==> src/rtl/rvvi_serial_pkg.sv <==
// Shared types for the RVVI retire serializer.
//   entry_t   : one buffered retirement (insn, pc, trap, seq)
//   SEQ_W     : width of the per-entry sequence number
//   popcount  : number of set bits in a retire-valid mask (up to MAX_RETIRE slots)
package rvvi_serial_pkg;

  localparam int unsigned ENTRY_ILEN = 32;
  localparam int unsigned ENTRY_XLEN = 64;
  localparam int unsigned SEQ_W      = 16;
  localparam int unsigned MAX_RETIRE = 4;

  typedef logic [SEQ_W-1:0] seq_t;

  typedef struct packed {
    logic [ENTRY_ILEN-1:0] insn;
    logic [ENTRY_XLEN-1:0] pc;
    logic                  trap;
    seq_t                  seq;
  } entry_t;

  function automatic logic [2:0] popcount(input logic [MAX_RETIRE-1:0] mask);
    logic [2:0] n;
    n = '0;
    for (int unsigned i = 0; i < MAX_RETIRE; i++) begin
      n = n + {2'b00, mask[i]};
    end
    return n;
  endfunction

endpackage

==> src/rtl/rvvi_retire_serializer_if.sv <==
// Bus bundle between the core RVVI trace, the serializer and the coverage sampler.
//   in_valid/in_insn/in_pc/in_trap : per-slot retire trace, slot 0 oldest
//   out_valid/out_ready            : head handshake towards the sampler
//   out_insn/out_pc/out_trap/out_seq : head entry
//   occupancy, overflow            : status
//   drop_count, max_occupancy      : only with RVVI_SERIALIZER_STATS_EN defined
// Modports: slave = serializer side, master = trace source / sampler side.
interface rvvi_retire_serializer_if #(
  parameter int unsigned ILEN   = 32,
  parameter int unsigned XLEN   = 64,
  parameter int unsigned RETIRE = 2,
  parameter int unsigned DEPTH  = 8
);
  localparam int unsigned CNT_W = $clog2(DEPTH) + 1;

  logic [RETIRE-1:0]      in_valid;
  logic [RETIRE*ILEN-1:0] in_insn;
  logic [RETIRE*XLEN-1:0] in_pc;
  logic [RETIRE-1:0]      in_trap;
  logic                   out_valid;
  logic                   out_ready;
  logic [ILEN-1:0]        out_insn;
  logic [XLEN-1:0]        out_pc;
  logic                   out_trap;
  logic [15:0]            out_seq;
  logic [CNT_W-1:0]       occupancy;
  logic                   overflow;
`ifdef RVVI_SERIALIZER_STATS_EN
  logic [31:0]            drop_count;
  logic [CNT_W-1:0]       max_occupancy;
`endif

  modport slave (
    input  in_valid, in_insn, in_pc, in_trap, out_ready,
    output out_valid, out_insn, out_pc, out_trap, out_seq, occupancy, overflow
`ifdef RVVI_SERIALIZER_STATS_EN
    , output drop_count, max_occupancy
`endif
  );

  modport master (
    output in_valid, in_insn, in_pc, in_trap, out_ready,
    input  out_valid, out_insn, out_pc, out_trap, out_seq, occupancy, overflow
`ifdef RVVI_SERIALIZER_STATS_EN
    , input drop_count, max_occupancy
`endif
  );

endinterface

==> src/rtl/rvvi_trace_fifo.sv <==
// Circular buffer of entry_t with RETIRE write ports and one read port.
//   wr_cnt_i  : number of write ports used this cycle; ports 0..wr_cnt_i-1 carry
//               compacted data written at wr_ptr, wr_ptr+1, ... (wraps mod DEPTH)
//   rd_en_i   : pop the head (only asserted while rd_valid_o)
//   rd_valid_o/rd_data_o : head entry; data reads as zero while empty
//   count_o   : entries held
// DEPTH must be a power of two so the pointers wrap naturally.
module rvvi_trace_fifo
  import rvvi_serial_pkg::*;
#(
  parameter int unsigned DEPTH  = 8,
  parameter int unsigned RETIRE = 2,
  localparam int unsigned CNT_W = $clog2(DEPTH) + 1
) (
  input  logic             clk,
  input  logic             reset,
  input  logic [2:0]       wr_cnt_i,
  input  entry_t           wr_data_i [RETIRE],
  input  logic             rd_en_i,
  output logic             rd_valid_o,
  output entry_t           rd_data_o,
  output logic [CNT_W-1:0] count_o
);
  localparam int unsigned PTR_W = $clog2(DEPTH);

  entry_t           mem_q [DEPTH];
  logic [PTR_W-1:0] wr_ptr_q, wr_ptr_d;
  logic [PTR_W-1:0] rd_ptr_q, rd_ptr_d;
  logic [CNT_W-1:0] count_q, count_d;

  always_comb begin
    wr_ptr_d = wr_ptr_q + PTR_W'(wr_cnt_i);
    rd_ptr_d = rd_ptr_q + PTR_W'(rd_en_i);
    count_d  = count_q + CNT_W'(wr_cnt_i) - CNT_W'(rd_en_i);
  end

  always_ff @(posedge clk) begin
    if (reset) begin
      wr_ptr_q <= '0;
      rd_ptr_q <= '0;
      count_q  <= '0;
    end else begin
      wr_ptr_q <= wr_ptr_d;
      rd_ptr_q <= rd_ptr_d;
      count_q  <= count_d;
    end
  end

  // Storage needs no reset: count_q alone decides what is visible.
  always_ff @(posedge clk) begin
    for (int unsigned k = 0; k < RETIRE; k++) begin
      if (3'(k) < wr_cnt_i) begin
        mem_q[wr_ptr_q + PTR_W'(k)] <= wr_data_i[k];
      end
    end
  end

  assign count_o    = count_q;
  assign rd_valid_o = (count_q != '0);
  assign rd_data_o  = rd_valid_o ? mem_q[rd_ptr_q] : '0;

endmodule

==> src/rtl/rvvi_retire_serializer.sv <==
// Serializes up to RETIRE retirements per cycle into a one-per-cycle ordered stream.
//   clk, reset : single clock, synchronous active-high reset
//   bus        : rvvi_retire_serializer_if.slave (trace in, head out, status)
// Valid slots are compacted in ascending slot order; slots that do not fit are
// dropped (lowest indices win) and raise the sticky overflow flag. Each accepted
// entry takes the next 16-bit sequence number; dropped slots take none.
// Optional: RVVI_SERIALIZER_STATS_EN adds drop_count (saturating) and
// max_occupancy (high-water mark).
module rvvi_retire_serializer
  import rvvi_serial_pkg::*;
#(
  parameter int unsigned ILEN   = 32,
  parameter int unsigned XLEN   = 64,
  parameter int unsigned RETIRE = 2,
  parameter int unsigned DEPTH  = 8
) (
  input  logic                     clk,
  input  logic                     reset,
  rvvi_retire_serializer_if.slave  bus
);
  localparam int unsigned CNT_W = $clog2(DEPTH) + 1;

  logic [MAX_RETIRE-1:0] mask_ext;
  logic [2:0]            n_valid;
  logic [2:0]            n_accept;
  logic [2:0]            n_drop;
  logic [2:0]            rank;
  logic [2:0]            slot_rank [RETIRE];
  logic [CNT_W-1:0]      free_w;
  logic [CNT_W-1:0]      occupancy;
  logic                  head_valid;
  logic                  deq;
  entry_t                head;
  entry_t                wr_data [RETIRE];
  seq_t                  seq_q, seq_d;
  logic                  overflow_q, overflow_d;

  always_comb begin
    mask_ext = '0;
    mask_ext[RETIRE-1:0] = reset ? '0 : bus.in_valid;
    n_valid  = popcount(mask_ext);
    deq      = head_valid && bus.out_ready;
    // A same-cycle dequeue frees a slot for this cycle's enqueue.
    free_w   = CNT_W'(DEPTH) - occupancy + CNT_W'(deq);
    if (32'(n_valid) <= 32'(free_w)) n_accept = n_valid;
    else                             n_accept = 3'(free_w);
    n_drop   = n_valid - n_accept;

    // rank = position of a valid slot among the valid slots; the first n_accept
    // ranks land on write ports 0..n_accept-1, which compacts the gaps away.
    rank = '0;
    for (int unsigned i = 0; i < RETIRE; i++) begin
      slot_rank[i] = rank;
      if (mask_ext[i]) rank = rank + 3'd1;
    end

    for (int unsigned k = 0; k < RETIRE; k++) begin
      wr_data[k] = '0;
      for (int unsigned i = 0; i < RETIRE; i++) begin
        if (mask_ext[i] && (slot_rank[i] == 3'(k))) begin
          wr_data[k].insn = bus.in_insn[i*ILEN +: ILEN];
          wr_data[k].pc   = bus.in_pc[i*XLEN +: XLEN];
          wr_data[k].trap = bus.in_trap[i];
          wr_data[k].seq  = seq_q + SEQ_W'(k);
        end
      end
    end

    seq_d      = seq_q + SEQ_W'(n_accept);
    overflow_d = overflow_q | (n_drop != '0);
  end

  always_ff @(posedge clk) begin
    if (reset) begin
      seq_q      <= '0;
      overflow_q <= 1'b0;
    end else begin
      seq_q      <= seq_d;
      overflow_q <= overflow_d;
    end
  end

  rvvi_trace_fifo #(
    .DEPTH  (DEPTH),
    .RETIRE (RETIRE)
  ) u_fifo (
    .clk        (clk),
    .reset      (reset),
    .wr_cnt_i   (n_accept),
    .wr_data_i  (wr_data),
    .rd_en_i    (deq),
    .rd_valid_o (head_valid),
    .rd_data_o  (head),
    .count_o    (occupancy)
  );

  assign bus.out_valid = head_valid;
  assign bus.out_insn  = head.insn;
  assign bus.out_pc    = head.pc;
  assign bus.out_trap  = head.trap;
  assign bus.out_seq   = head.seq;
  assign bus.occupancy = occupancy;
  assign bus.overflow  = overflow_q;

`ifdef RVVI_SERIALIZER_STATS_EN
  logic [31:0]      drop_count_q, drop_count_d;
  logic [32:0]      drop_sum;
  logic [CNT_W-1:0] max_occ_q, max_occ_d;
  logic [CNT_W-1:0] occ_next;

  always_comb begin
    drop_sum     = {1'b0, drop_count_q} + 33'(n_drop);
    drop_count_d = drop_sum[32] ? '1 : drop_sum[31:0];
    occ_next     = occupancy + CNT_W'(n_accept) - CNT_W'(deq);
    max_occ_d    = (occ_next > max_occ_q) ? occ_next : max_occ_q;
  end

  always_ff @(posedge clk) begin
    if (reset) begin
      drop_count_q <= '0;
      max_occ_q    <= '0;
    end else begin
      drop_count_q <= drop_count_d;
      max_occ_q    <= max_occ_d;
    end
  end

  assign bus.drop_count    = drop_count_q;
  assign bus.max_occupancy = max_occ_q;
`endif

endmodule

==> src/flat_wrapper.sv <==
// flat-port wrapper written by rule: the top's interface ports become plain ports
module rvvi_retire_serializer_flat import rvvi_serial_pkg::*;
#(
  parameter int unsigned ILEN   = 32,
  parameter int unsigned XLEN   = 64,
  parameter int unsigned RETIRE = 2,
  parameter int unsigned DEPTH  = 8
)
  (clk, reset, bus_in_valid, bus_in_insn, bus_in_pc, bus_in_trap, bus_out_ready, bus_out_valid, bus_out_insn, bus_out_pc, bus_out_trap, bus_out_seq, bus_occupancy, bus_overflow);
  rvvi_retire_serializer_if #(.ILEN(ILEN), .XLEN(XLEN), .RETIRE(RETIRE), .DEPTH(DEPTH)) bus_i ();
  input  logic clk;
  input  logic reset;
  input wire logic [$bits(bus_i.in_valid)-1:0] bus_in_valid;
  input wire logic [$bits(bus_i.in_insn)-1:0] bus_in_insn;
  input wire logic [$bits(bus_i.in_pc)-1:0] bus_in_pc;
  input wire logic [$bits(bus_i.in_trap)-1:0] bus_in_trap;
  input wire logic [$bits(bus_i.out_ready)-1:0] bus_out_ready;
  output wire logic [$bits(bus_i.out_valid)-1:0] bus_out_valid;
  output wire logic [$bits(bus_i.out_insn)-1:0] bus_out_insn;
  output wire logic [$bits(bus_i.out_pc)-1:0] bus_out_pc;
  output wire logic [$bits(bus_i.out_trap)-1:0] bus_out_trap;
  output wire logic [$bits(bus_i.out_seq)-1:0] bus_out_seq;
  output wire logic [$bits(bus_i.occupancy)-1:0] bus_occupancy;
  output wire logic [$bits(bus_i.overflow)-1:0] bus_overflow;
  assign bus_i.in_valid = bus_in_valid;
  assign bus_i.in_insn = bus_in_insn;
  assign bus_i.in_pc = bus_in_pc;
  assign bus_i.in_trap = bus_in_trap;
  assign bus_i.out_ready = bus_out_ready;
  assign bus_out_valid = bus_i.out_valid;
  assign bus_out_insn = bus_i.out_insn;
  assign bus_out_pc = bus_i.out_pc;
  assign bus_out_trap = bus_i.out_trap;
  assign bus_out_seq = bus_i.out_seq;
  assign bus_occupancy = bus_i.occupancy;
  assign bus_overflow = bus_i.overflow;
  rvvi_retire_serializer #(.ILEN(ILEN), .XLEN(XLEN), .RETIRE(RETIRE), .DEPTH(DEPTH)) u_core (.clk(clk), .reset(reset), .bus(bus_i));
endmodule
==> config.mk <==
export PLATFORM = sky130hd
export DESIGN_NAME = rvvi_retire_serializer_flat
export DESIGN_NICKNAME = d
export VERILOG_FILES = /design/src/rtl/rvvi_serial_pkg.sv /design/src/rtl/rvvi_retire_serializer_if.sv /design/src/rtl/rvvi_trace_fifo.sv /design/src/rtl/rvvi_retire_serializer.sv /design/src/flat_wrapper.sv
export SDC_FILE = /design/constraint.sdc
export NUM_CORES = 2
export LEC_CHECK = 0
export BUFFER_PORTS_ARGS = -buffer_cell sky130_fd_sc_hd__buf_2
export CORE_ASPECT_RATIO = 0.8
export CORE_UTILIZATION = 55
export CTS_CLUSTER_DIAMETER = 40
export CTS_CLUSTER_SIZE = 12
export DETAILED_ROUTE_END_ITERATION = 8
export PLACE_DENSITY = 0.73
export REMOVE_ABC_BUFFERS = 1
export SYNTH_ARGS = -nofsm -noshare
export SYNTH_HDL_FRONTEND = slang
export SYNTH_HIERARCHICAL = 1
export SYNTH_SLANG_ARGS = --single-unit
==> constraint.sdc <==
create_clock -name clk -period 13.2 [get_ports clk]
set_input_delay 0.66 -clock clk [delete_from_list [all_inputs] [get_ports clk]]
set_output_delay 0.66 -clock clk [all_outputs]
set_load 0.005 [all_outputs]
==> summary.md <==
| Metric | Value |
|---|---|
| CTS resizes | `0` |
| Root Buffer | `clkbuf_16` |
| Gp weighted congestion | `0.835` |
| Die H | `266 um` |
| IO Pins | `318` |
| Antenna Nets Post-Route | `0` |
| Layout cells sized above 1 | `0.544` |
| Tmin final | `7.60 ns` |
| # DRC | `0` |
| Top cell type's share of synthesized area | `0.566` |
| Routed len/inst | `30.1 um` |
| Vias in the first global route | `29800` |
| Drt via density | `6.55` |
| Lkg Pwr | `0.0202 uW` |
| CP max stage cell | `buf_4` |
| Synth cell types | `49` |
| Worst slew pin tran | `1.25 ns` |
| Register clock-pin slew on the reported worst setup and hold paths | `0.05 ns` |
| Initial drt markers | `2857` |
| Core area | `86100 um2` |
| Post-synthesis async set-or-reset flop share | `0` |
| First-pass GRT wire length | `192 mm` |
| Starting Density | `0.557` |
| Die W | `332 um` |
| Total Power | `12200 uW` |
| Final #Nets | `3336` |
| Post-layout util | `0.643` |
| Switching power | `3830 uW` |
| Worst EP required | `13.53 ns` |
| DIE AREA | `88400 um2` |
| Endpoints failing setup | `0` |
| Seq/Total Area, Yosys | `0.577` |
| Most frequent cells after synthesis | `mux2_2, edfxtp_1, mux4_2` |
| Initial antenna violation count | `9` |
| Max Clock Skew | `0.0405 ns` |
| Total wire length | `131 mm` |
| Rows | `96` |
| Seq cells post-synth | `931` |
| Maximum fanout along the worst path | `114` |
| Synthesis Warnings | `6` |
| Status | `complete, no violations` |
| Startpoint Class | `input port` |
| Kind of end point of the critical path | `flop` |
| Pin count of the biggest net entering global routing | `115` |
| Arrival time worst endpoint | `7.93 ns` |
| Syn avg cell area | `17.0 um2` |
| Final worst-path cycle share | `0.576` |
| CP Buf/Inv Count | `5` |
| Area growth syn-to-layout | `15.4%` |
| Clock tree from TritonCTS | `done` |
| CTS Hold Bufs | `0` |
| H-Tree Depth | `4` |
| Clock latency on the worst-skew pair | `0.74 ns` |
| Count of final hold-check violations | `0` |
| Max-Cap Viols | `0` |
| Logic gate share of total power | `0.312` |
| Syn Inst Count | `2822` |
| EDFF count, synth | `904` |
| Mapped Area | `48000 um2` |
| Crit path top cell by count | `buf_4` |
| Hold Crit Class | `in -> reg` |
| Total grt overflow | `0` |
| R2R setup slack | `5.97 ns` |
| Max incr delay on CP | `0.86 ns` |
| Critical path's top delay family | `buffers and inverters` |
| Post-CTS setup buffers | `0` |
| Internal power | `8410 uW` |
| Count leader, synth | `mux2_2` |
| Top area cells in the synthesized netlist | `edfxtp_1, mux2_2, mux4_2` |
| Total number of vias | `28500` |
| Max IR drop VDD | `334 uV` |
| CP Class | `in -> reg` |
| Biggest area consumer among synthesized cells | `edfxtp_1` |
| Sequential fraction of design power | `0.383` |
| Synth Flop Type | `edfxtp_1` |
| Clock sink total | `931` |
| IO buf count | `317` |
| Achievable Freq | `0.132 GHz` |
| Unrepaired setup endpoints after global routing | `no` |
| Switching part of the total power | `0.313` |
| Detail Placement HPWL | `68.6 mm` |
| Cell area power density | `221 nW/um2` |
| GRT Util Overall | `0.296` |
| Relative slew slack | `0.167` |
| Cell breakdown of the critical path | `buf_2 > nor2b_4 > buf_4 > ha_4 > ha_1 > a221o_1 > nor2_1 > mux2i_1 > nor2_1 > nor4_4 > buf_12 > o21bai_4 > buf_4 > buf_4` |
| Power share of the clock group | `0.305` |
| Drt first pass iters | `5` |
| Fill cells | `6032` |
| Max-slew violation count | `0` |
| Clock buffer depth | `3` |
| Final TNS setup | `0 ns` |
| Inserted Clock Buffers | `133` |
## placed cells by master (no fill, tap or decap), drive strengths merged, types with 5 or more instances in the layout
cell	netlist	routed
nand3	9	9
buf	120	371
nand2	11	11
ha	21	21
nor3	13	13
mux4	226	226
nor4	7	7
diode	0	8
o21ai	5	5
or3	6	6
inv	22	33
nand2b	5	5
edfxtp	904	904
clkinv	0	41
xnor2	24	24
mux2	905	905
a21oi	9	9
clkbuf	95	155
xor2	5	5
dfxtp	27	27
a22o	210	210
nor2	38	38
clkinvlp	0	13
nor2b	14	14
and2	114	114
bufinv	0	22
## layout make-up
| class | count | area (um2) | area share |
|---|---|---|---|
| Clock buffer | 155 | 3580 | 0.0647 |
| Inverter | 22 | 82.6 | 0.00149 |
| Sequential cell | 931 | 27700 | 0.500 |
| Antenna cell | 8 | 20.0 | 0.000361 |
| Tap cell | 1127 | 1410 | 0.0255 |
| Timing Repair Buffer | 371 | 2030 | 0.0366 |
| Multi-Input combinational cell | 1654 | 19500 | 0.351 |
| Clock inverter | 87 | 1120 | 0.0202 |
## routing by layer
layer | global-route usage | routed length, um
met1 | 0.402 | 53600
met2 | 0.479 | 63600
met3 | 0.0606 | 10900
met4 | 0.0952 | 2960
met5 | 0 | 23
## power by group through the flow
stage	Clock, uW	Sequential (uW)	Combinational [uW]
after global placement	0	4680	3790
after floorplan	0	4990	2610
after detailed placement	0	4750	3820
after global routing	3900	4770	4010
final	3740	4690	3820
after CTS	3780	4700	3830
## cells by family (layout without fill, tap and decap cells)
family                     after synthesis  count (layout)  share of synthesized area
adders and majority gates               24              24                    0.00673
other                                    1              10                  0.0000782
xor gates and xnor gates                29              29                    0.00529
and+or+nand+nor                        222             222                     0.0269
DFF                                    931             931                      0.577
buffers and inverters                  238             635                     0.0219
AOI/OAI and AO/OA                      242             242                     0.0427
muxes                                 1135            1135                      0.319
## final timing paths
path / to / from / cells past startpoint
min reg2reg: u_core/bus.overflow / u_core/bus.overflow / 2
max: u_core/u_fifo/mem_q[5][100] / reset / 14
max reg2reg: u_core/u_fifo/mem_q[5][100] / u_core/u_fifo/count_o[1] / 16
min: u_core/u_fifo/wr_ptr_q[2] / reset / 2
## registers in the layout, summed over array words and instances, names as in the netlist
register                count
u_core/bus.overflow         1
u_core/seq_q               16
u_core/u_fifo/count_o       4
u_core/u_fifo/mem_q       904
u_core/u_fifo/rd_ptr_q      3
u_core/u_fifo/wr_ptr_q      3
## metrics by stage
step / worst slack, ns / cell area (um2) / cells / hold slack, ns
floorplan: -5.62 / 47000 / 2607 / 0.459
global placement: 4.98 / 50700 / 4105 / 0.503
detailed placement: 4.93 / 50700 / 4105 / 0.506
CTS: 5.69 / 55400 / 4347 / 0.444
global route: 5.34 / 55400 / 4352 / 0.483
finish: 5.60 / 55400 / 4355 / 0.487
(Power assumes the default switching activity.)
